$ cat src/rtl/rs_station.sv
// Reservation station: holds dispatched instructions until both sources are ready,
// wakes sources on CDB tag match and issues up to N_WAY entries per cycle, lowest index first.
module rs_station #(
  parameter int N_WAY        = 2,
  parameter int N_RS         = 8,
  parameter int TAG_BITS     = 6,
  parameter int PAYLOAD_BITS = 32
) (
  input  logic                          clock,
  input  logic                          reset,
  input  logic [N_WAY-1:0]              dis_valid,
  input  logic [N_WAY*TAG_BITS-1:0]     dis_dest_tag,
  input  logic [N_WAY*TAG_BITS-1:0]     dis_src1_tag,
  input  logic [N_WAY-1:0]              dis_src1_ready,
  input  logic [N_WAY*TAG_BITS-1:0]     dis_src2_tag,
  input  logic [N_WAY-1:0]              dis_src2_ready,
  input  logic [N_WAY*PAYLOAD_BITS-1:0] dis_payload,
  input  logic [N_WAY*TAG_BITS-1:0]     cdb_tag,
  input  logic [N_WAY-1:0]              fu_ready,
  output logic [N_WAY-1:0]              dis_accepted,
  output logic [$clog2(N_WAY):0]        free_rs_num,
  output logic [N_WAY-1:0]              issue_valid,
  output logic [N_WAY*TAG_BITS-1:0]     issue_dest_tag,
  output logic [N_WAY*TAG_BITS-1:0]     issue_src1_tag,
  output logic [N_WAY*TAG_BITS-1:0]     issue_src2_tag,
  output logic [N_WAY*PAYLOAD_BITS-1:0] issue_payload
);

  localparam int ENT_W  = (N_RS > 1) ? $clog2(N_RS) : 1;
  localparam int FCNT_W = $clog2(N_RS + 1);
  localparam int NUM_W  = $clog2(N_WAY) + 1;

  logic [N_RS-1:0]         r_valid;
  logic [N_RS-1:0]         r_rdy1;
  logic [N_RS-1:0]         r_rdy2;
  logic [TAG_BITS-1:0]     r_dest    [N_RS];
  logic [TAG_BITS-1:0]     r_src1    [N_RS];
  logic [TAG_BITS-1:0]     r_src2    [N_RS];
  logic [PAYLOAD_BITS-1:0] r_payload [N_RS];

  logic [FCNT_W-1:0] w_free_cnt;
  logic [ENT_W-1:0]  w_dis_idx [N_WAY];
  logic [ENT_W-1:0]  w_iss_idx [N_WAY];
  logic [N_WAY-1:0]  w_dis_rdy1;
  logic [N_WAY-1:0]  w_dis_rdy2;

  // A zero tag never matches, so idle CDB lanes cannot wake anything.
  function automatic logic cdbHit(input logic [TAG_BITS-1:0] tag,
                                  input logic [N_WAY*TAG_BITS-1:0] cdb);
    logic hit;
    hit = 1'b0;
    for (int l = 0; l < N_WAY; l++) begin
      if (tag != '0 && cdb[l*TAG_BITS +: TAG_BITS] == tag) hit = 1'b1;
    end
    return hit;
  endfunction

  always_comb begin
    w_free_cnt = '0;
    for (int e = 0; e < N_RS; e++) begin
      if (!r_valid[e]) w_free_cnt = w_free_cnt + FCNT_W'(1);
    end
    if (w_free_cnt >= FCNT_W'(N_WAY)) free_rs_num = NUM_W'(N_WAY);
    else                              free_rs_num = NUM_W'(w_free_cnt);
  end

  // Only slots free in registered state are targeted, so a slot being issued this cycle is never reused.
  always_comb begin
    logic [N_RS-1:0]   taken;
    logic [FCNT_W-1:0] nAcc;
    logic              found;
    taken        = '0;
    nAcc         = '0;
    found        = 1'b0;
    dis_accepted = '0;
    w_dis_rdy1   = '0;
    w_dis_rdy2   = '0;
    for (int i = 0; i < N_WAY; i++) begin
      w_dis_idx[i]  = '0;
      w_dis_rdy1[i] = dis_src1_ready[i] || dis_src1_tag[i*TAG_BITS +: TAG_BITS] == '0 ||
                      cdbHit(dis_src1_tag[i*TAG_BITS +: TAG_BITS], cdb_tag);
      w_dis_rdy2[i] = dis_src2_ready[i] || dis_src2_tag[i*TAG_BITS +: TAG_BITS] == '0 ||
                      cdbHit(dis_src2_tag[i*TAG_BITS +: TAG_BITS], cdb_tag);
      found = 1'b0;
      if (dis_valid[i] && nAcc < w_free_cnt) begin
        dis_accepted[i] = 1'b1;
        nAcc = nAcc + FCNT_W'(1);
        for (int e = 0; e < N_RS; e++) begin
          if (!found && !r_valid[e] && !taken[e]) begin
            found        = 1'b1;
            taken[e]     = 1'b1;
            w_dis_idx[i] = ENT_W'(e);
          end
        end
      end
    end
  end

  always_comb begin
    logic [N_RS-1:0] used;
    logic            found;
    used           = '0;
    found          = 1'b0;
    issue_valid    = '0;
    issue_dest_tag = '0;
    issue_src1_tag = '0;
    issue_src2_tag = '0;
    issue_payload  = '0;
    for (int k = 0; k < N_WAY; k++) begin
      w_iss_idx[k] = '0;
      found = 1'b0;
      for (int e = 0; e < N_RS; e++) begin
        if (!found && !used[e] && r_valid[e] && r_rdy1[e] && r_rdy2[e]) begin
          found          = 1'b1;
          used[e]        = 1'b1;
          issue_valid[k] = 1'b1;
          w_iss_idx[k]   = ENT_W'(e);
          issue_dest_tag[k*TAG_BITS +: TAG_BITS]         = r_dest[e];
          issue_src1_tag[k*TAG_BITS +: TAG_BITS]         = r_src1[e];
          issue_src2_tag[k*TAG_BITS +: TAG_BITS]         = r_src2[e];
          issue_payload[k*PAYLOAD_BITS +: PAYLOAD_BITS]  = r_payload[e];
        end
      end
    end
  end

  // Wakeup, issue-clear and insert touch disjoint entries, so their order here is immaterial.
  always_ff @(posedge clock or posedge reset) begin
    if (reset) begin
      r_valid <= '0;
      r_rdy1  <= '0;
      r_rdy2  <= '0;
      for (int e = 0; e < N_RS; e++) begin
        r_dest[e]    <= '0;
        r_src1[e]    <= '0;
        r_src2[e]    <= '0;
        r_payload[e] <= '0;
      end
    end else begin
      for (int e = 0; e < N_RS; e++) begin
        if (r_valid[e] && cdbHit(r_src1[e], cdb_tag)) r_rdy1[e] <= 1'b1;
        if (r_valid[e] && cdbHit(r_src2[e], cdb_tag)) r_rdy2[e] <= 1'b1;
      end
      for (int k = 0; k < N_WAY; k++) begin
        if (issue_valid[k] && fu_ready[k]) r_valid[w_iss_idx[k]] <= 1'b0;
      end
      for (int i = 0; i < N_WAY; i++) begin
        if (dis_accepted[i]) begin
          r_valid[w_dis_idx[i]]   <= 1'b1;
          r_rdy1[w_dis_idx[i]]    <= w_dis_rdy1[i];
          r_rdy2[w_dis_idx[i]]    <= w_dis_rdy2[i];
          r_dest[w_dis_idx[i]]    <= dis_dest_tag[i*TAG_BITS +: TAG_BITS];
          r_src1[w_dis_idx[i]]    <= dis_src1_tag[i*TAG_BITS +: TAG_BITS];
          r_src2[w_dis_idx[i]]    <= dis_src2_tag[i*TAG_BITS +: TAG_BITS];
          r_payload[w_dis_idx[i]] <= dis_payload[i*PAYLOAD_BITS +: PAYLOAD_BITS];
        end
      end
    end
  end

endmodule

$ cat config.mk
export PLATFORM = sky130hd
export DESIGN_NAME = rs_station
export DESIGN_NICKNAME = d
export VERILOG_FILES = /design/src/rtl/rs_station.sv
export SDC_FILE = /design/constraint.sdc
export NUM_CORES = 1
export LEC_CHECK = 0
export BUFFER_PORTS_ARGS = -buffer_cell sky130_fd_sc_hd__clkbuf_2
export CELL_PAD_IN_SITES_DETAIL_PLACEMENT = 1
export CELL_PAD_IN_SITES_GLOBAL_PLACEMENT = 1
export CORE_MARGIN = 1
export CORE_UTILIZATION = 48
export CTS_CLUSTER_DIAMETER = 200
export DETAILED_ROUTE_END_ITERATION = 6
export PLACE_DENSITY_LB_ADDON = 0.1
export SYNTH_ARGS = -nofsm -noshare
export SYNTH_HDL_FRONTEND = slang
export SYNTH_SLANG_ARGS = --single-unit
$ cat constraint.sdc
create_clock -name clock -period 19.3 [get_ports clock]
set_input_delay 5.79 -clock clock [delete_from_list [all_inputs] [get_ports clock]]
set_output_delay 5.79 -clock clock [all_outputs]
set_load 0.01 [all_outputs]
==> results of run 1 <==
-- per-layer routing --
layer,vias to the layer above,track usage (%),part of all wire [%]
met5,-,0,0.028
li1,11148,-,-
met3,376,7.256,7.9
met4,4,22.10,5.4
met2,1279,64.10,48
met1,13559,47.46,39
-- cells by family (layout without fill, tap and decap cells) --
family          Yosys count  count (layout)  synth area share [%]
xor+xnor                252             252                 7.706
mux                     665             665                 25.07
buf+inv                 326             381                 4.558
compound gates          681             681                 15.37
simple gates            653             653                 10.34
flops                   424             424                 36.57
fa+ha+maj                 9               9                0.3881
other cells               0               5                     0
-- per-stage QoR --
stage	worst slack, ps	cells	hold slack [ps]	power (uW)
2_1_floorplan	1705	3010	551.5	5244
3_3_place_gp	6884	3748	571.0	6714
3_5_place_dp	6836	3748	589.5	6946
4_1_cts	6832	3838	602.8	7970
5_1_grt	6788	3840	628.7	8456
6_report	6839	3843	598.5	8044
-- registers in the layout (all words and copies together) (netlist names) --
register / cells
r_dest: 48
r_payload: 256
r_rdy1: 8
r_rdy2: 8
r_src1: 48
r_src2: 48
r_valid: 8
-- final timing paths --
| path | end | slack, ps | depth (start not counted) |
|---|---|---|---|
| max | dis_accepted[0] | 6840 | 3 |
| min reg2reg | r_payload[126] | 600 | 2 |
| max reg2reg | r_src2[45] | 11400 | 26 |
| min | r_payload[126] | 600 | 2 |
| min in group asynchronous | r_payload[251] | 5260 | 2 |
| max in group asynchronous | r_src1[28] | 12320 | 3 |
-- area by class of cell --
cell class / count / area share, %
Tap cell: 773 / 3.008
Multi-Input combinational cell: 2260 / 53.81
Antenna cell: 5 / 0.03891
Clock buffer: 78 / 4.755
Sequential cell: 424 / 32.99
Timing Repair Buffer: 276 / 4.716
Inverter: 15 / 0.1984
Clock inverter: 12 / 0.4747
-- cell usage after synthesis, types with 77 or more instances --
master,instances,share of area [%]
xor2_1,159,4.8
nand3_1,128,2.2
nor2_1,180,2.3
clkbuf_1,207,2.7
dfrtp_1,424,37
xnor2_1,91,2.7
mux2_2,488,19
nand2_1,198,2.6
a21oi_1,174,3.0
o21ai_0,173,3.0
mux2i_1,171,5.9
o22ai_1,77,1.7
-- power breakdown --
part           switching (uW)  internal (uW)  leakage, uW  total (uW)
Sequential                552           1390      0.00506        1940
Combinational            2950           2150      0.00751        5110
Clock                     421            572     0.000827         993
-- worst max-delay path, delay by kind of cell --
kind | cells | cell delay [ps]
AOI/OAI and AO/OA | 1 | 500
buffers and inverters | 2 | 380
-- layout by cell type, fill, tap and decap left out, types with 48 or more instances in the layout --
| master | n |
|---|---|
| mux2_2 | 488 |
| clkbuf_2 | 227 |
| nand3_1 | 124 |
| o22ai_1 | 77 |
| clkbuf_16 | 52 |
| xor2_1 | 159 |
| dfrtp_1 | 424 |
| a22oi_1 | 63 |
| buf_4 | 48 |
| mux2i_1 | 171 |
| nand2_1 | 197 |
| nor2_1 | 170 |
| a222oi_1 | 66 |
| xnor2_1 | 91 |
| a21oi_1 | 172 |
| nor4_1 | 53 |
| o21ai_0 | 173 |
==> flow_metrics.py, run 1 <==
metrics = {
    "run_status": {
        "status": "finished, violations left",
        "violations": "DRC",
    },
    "cts": {
        "cts_buffers": 51,
        "path_clk_slew_ps": 60,
        "postCtsHoldBufs": 0,
        "cts_tree": "done",
        "htreeDepth": 2,
        "clock_path_buffers": 3,
        "post_cts_resized": 0,
        "cts_root_buf": "clkbuf_16",
        "post-cts-setup-buffers": 0,
        "clock_latency_ps": 640,
        "numClockSinks": 424,
    },
    "worst_setup_path": {
        "start_kind": "primary input",
        "cp_common_cell": "clkbuf_2",
        "rr_startpoint": "r_valid[0]",
        "path_class": "primary input to primary output",
        "worst-path-max-fanout": 13,
        "cp-startpoint": "dis_valid[0]",
        "cp.required_ps": 13510,
        "worstPathArrival_ps": 6670,
        "endpoint_kind": "primary output",
        "slowest_delay_ps": 500,
        "crit_slowest_cell": "o41a_1",
        "path_cells": "clkbuf_2, o41a_1, clkbuf_2",
    },
    "timing": {
        "period_share_pct": 64.56,
        "setup_viol": 0,
        "maxSlewHeadroom_pct": 11.75,
        "slew_violations": 0,
        "fmax_mhz": 80.25,
        "rsz0062_at_grt": "no",
        "tns_ps": 0,
        "finClkSkew_ps": 22.04,
        "worst_pin_slew_ps": 1319,
        "fin_crit_ps": 12460,
        "finalHoldViolations": 0,
    },
    "synth": {
        "synth_edf_count": 0,
        "ys_warn_count": 0,
        "seq_area_frac_synth_pct": 36.57,
        "synth_nets": 3141,
        "synth_area_per_cell_sq_um": 9.640,
        "synthCells": 3010,
        "synthArstFlopShare_pct": 100.0,
        "syn-cell-area_sq_mm": 0.02902,
        "ys_types": 67,
        "ys_ff_latch": 424,
        "synth_flop_cell": "dfrtp_1",
    },
    "global_route": {
        "grt_overflow": 0,
        "grt_pass1_vias": 28044,
        "track_usage_pct": 38.83,
        "antenna_found_initial": 7,
        "grt_pass1_wl_mm": 177.9,
        "grt_max_degree": 171,
    },
    "die": {
        "initial_utilization_pct": 48.89,
        "placeableCoreArea_sq_mm": 0.05935,
        "dieArea_sq_mm": 0.06144,
        "rows": 89,
        "die-width_microns": 247.9,
        "boundaryPins": 228,
        "die_y_microns": 247.9,
    },
    "pwr": {
        "power_density_mw_per_mm2": 250.1,
        "leakage_uw": 0.01339,
        "peakVddDrop_mv": 0.2146,
    },
    "final_layout": {
        "nets": 3159,
        "ff_latch_area_sq_mm": 0.01061,
        "post-route-util_pct": 54.18,
        "multiInputGateArea_sq_mm": 0.01731,
        "layout-drive-gt1-share_pct": 28.84,
        "fillers": 6638,
        "syn2layout_area_growth_pct": 10.82,
        "design_area_sq_mm": 0.03216,
    },
    "routing": {
        "drtAntennaViolNets": 0,
        "drt_pass1_iterations": 7,
        "drc": 6,
        "vias": 26366,
        "routed_wl_mm": 120.0,
        "viasPerCell": 6.861,
        "routedWlPerCell_microns": 31.22,
        "drt-initial-drc-count": 2524,
    },
    "place": {
        "io_buffers": 227,
        "dpl.hpwl_mm": 71.27,
        "gp_congestion": 0.9227,
        "place_area_sq_mm": 0.03046,
    },
    "run": {
        "cap_viol_max_count": 0,
    },
    "worst_hold_path": {
        "min_path_type": "flip-flop to flip-flop",
        "min_from": "r_payload[126]",
    },
}
(Power assumes the default switching activity.)
==> inputs of run 2 (changes only) <==
- ABC_AREA: unset -> 1
- CORE_UTILIZATION: 48 -> 40
- clock period: 19.3 -> 10.4 ns (I/O delays scaled with it)
==> flow_metrics.py, run 2 <==
metrics = {
    "timing": {
        "fmax_mhz": 113.9,
        "setup_viol": 0,
        "rsz0062_at_grt": "no",
        "maxSlewHeadroom_pct": 21.30,
        "finClkSkew_ps": 37.27,
        "slew_violations": 0,
        "tns_ps": 0,
        "finalHoldViolations": 0,
        "period_share_pct": 84.43,
        "worst_pin_slew_ps": 1179,
        "fin_crit_ps": 8781,
    },
    "final_layout": {
        "final_cell_mix": "nand2_1 (1531), o21ai_0 (446), dfrtp_1 (424), nand3_1 (382), inv_1 (265)",
        "layout-drive-gt1-share_pct": 10.09,
        "nets": 4539,
        "final_common_cell": "nand2_1",
        "multiInputGateArea_sq_mm": 0.01696,
        "largest_reg_flops": 256,
        "regMostFlops": "r_payload",
        "ff_latch_area_sq_mm": 0.01061,
        "final_cells": 5425,
        "fillers": 9573,
        "syn2layout_area_growth_pct": 10.25,
        "design_area_sq_mm": 0.03340,
        "post-route-util_pct": 44.72,
    },
    "global_route": {
        "antenna_found_initial": 10,
        "grt_max_degree": 182,
        "grt_pass1_vias": 34310,
        "track_usage_pct": 38.80,
        "grt_pass1_wl_mm": 225.6,
        "grt_overflow": 0,
    },
    "place": {
        "dpl.hpwl_mm": 88.79,
        "placedCellCount": 5321,
        "gp_congestion": 0.9674,
        "place_area_sq_mm": 0.03148,
        "io_buffers": 227,
    },
    "die": {
        "rows": 100,
        "placeableCoreArea_sq_mm": 0.07470,
        "dieArea_sq_mm": 0.07685,
        "boundaryPins": 228,
        "die-width_microns": 277.2,
        "initial_utilization_pct": 40.56,
        "die_y_microns": 277.2,
    },
    "routing": {
        "vias": 34388,
        "viasPerCell": 6.339,
        "routed_wl_mm": 151.7,
        "drt_pass1_iterations": 5,
        "drtAntennaViolNets": 0,
        "drt-initial-drc-count": 3777,
        "drc": 0,
        "routedWlPerCell_microns": 27.96,
    },
    "synth": {
        "synth_top_family_by_area": "simple AND/OR/NAND/NOR gates",
        "synth_xor_area_share_pct": 2.457,
        "ys_ff_latch": 424,
        "yosysTopAreaCell": "dfrtp_1",
        "ys_top_cells_by_count": "nand2_1 (1538), o21ai_0 (446), dfrtp_1 (424)",
        "yosys.area_share.adder_pct": 0.3717,
        "synth_nets": 4603,
        "ys_warn_count": 0,
        "seq_area_frac_synth_pct": 35.02,
        "synth_edf_count": 0,
        "syn-cell-area_sq_mm": 0.03030,
        "synth_compound_area_share_pct": 21.86,
        "synth_flop_cell": "dfrtp_1",
        "synth_area_per_cell_sq_um": 6.775,
        "synthArstFlopShare_pct": 100.0,
        "synthSimpleGateAreaFrac_pct": 30.65,
        "synth_most_common_cell": "nand2_1",
        "muxShareOfSynthArea_pct": 0,
        "synthCells": 4472,
        "ys_types": 58,
        "synth_top_area_share_pct": 35.02,
        "synthTopCellsByArea": "dfrtp_1 (35%), nand2_1 (19%), o21ai_0 (7.4%)",
    },
    "worst_setup_path": {
        "cp.required_ps": 7280,
        "crit_slowest_cell": "dfrtp_1",
        "slowest_delay_ps": 510,
        "path_class": "flip-flop to primary output",
        "worst-path-max-fanout": 8,
        "cp_common_cell": "nand2_1",
        "endpoint_kind": "primary output",
        "worstPathArrival_ps": 5660,
        "start_kind": "flip-flop",
    },
    "cts": {
        "numClockSinks": 424,
        "clock_path_buffers": 3,
        "postCtsHoldBufs": 0,
        "post-cts-setup-buffers": 0,
        "clock_latency_ps": 660,
        "cts_buffers": 54,
        "cts_tree": "done",
        "path_clk_slew_ps": 60,
        "post_cts_resized": 0,
        "cts_root_buf": "clkbuf_16",
        "htreeDepth": 2,
    },
    "run_status": {
        "status": "complete, no violations",
    },
    "run": {
        "cap_viol_max_count": 0,
    },
    "worst_hold_path": {
        "min_path_type": "flip-flop to flip-flop",
    },
}
==> run 2: path summary, 6_finish.rpt <==
path / startpoint / to / slack, ps / depth (start not counted)
worst max-delay path: r_valid[0] / dis_accepted[1] / 1620 / 28
worst min-delay path: r_payload[31] / r_payload[31] / 580 / 4
worst max register to register: r_valid[0] / r_src2[7] / 2120 / 38
worst min register to register: r_payload[31] / r_payload[31] / 580 / 4
max in group asynchronous: reset / r_dest[32] / 5940 / 4
min in group asynchronous: reset / r_payload[121] / 2370 / 2
==> run 2: kinds of logic (layout without fill, tap and decap cells) <==
group,count (synthesis),count (layout)
simple gates,2204,2204
compound gates,1051,1051
buf+inv,699,678
flops,424,424
xor+xnor,85,85
fa+ha+maj,9,9
other cells,0,5
==> run 2: layout make-up <==
cell class	instances	share of cell area, %
multi-input cells	3349	50.77
flip-flops and latches	424	31.77
clock buffers	80	4.821
repair buffers	280	4.705
well taps	969	3.630
inverters	299	3.394
clock inverters	19	0.8803
diodes	5	0.03746
==> run 2: per-stage QoR <==
step | setup WS [ps] | hold slack (ps)
after floorplan | 1559 | 543.3
after global placement | 2430 | 565.1
after detailed placement | 2207 | 569.7
after CTS | 1634 | 586.0
after global routing | 1275 | 622.4
final | 1619 | 583.2
==> run 2: worst max-delay path, delay by kind of cell (launching register included) <==
kind            cells  cell delay (ps)
buf+inv             8              710
compound gates      2              570
simple gates       12             1550
fa+ha+maj           6             1710
flops               1              510
==> run 2: per-layer routing <==
metal / routed length (microns) / global-route usage, % / vias to the layer above
met3: 13050 / 6.808 / 386
met2: 67870 / 61.00 / 1654
met4: 7250 / 18.65 / 8
li1: - / - / 15126
met5: 47 / 0 / -
met1: 63450 / 51.55 / 17214
Power of run 2 is not shown: default switching activity piles up to over one toggle a cycle in this logic, so the estimate is an artifact.
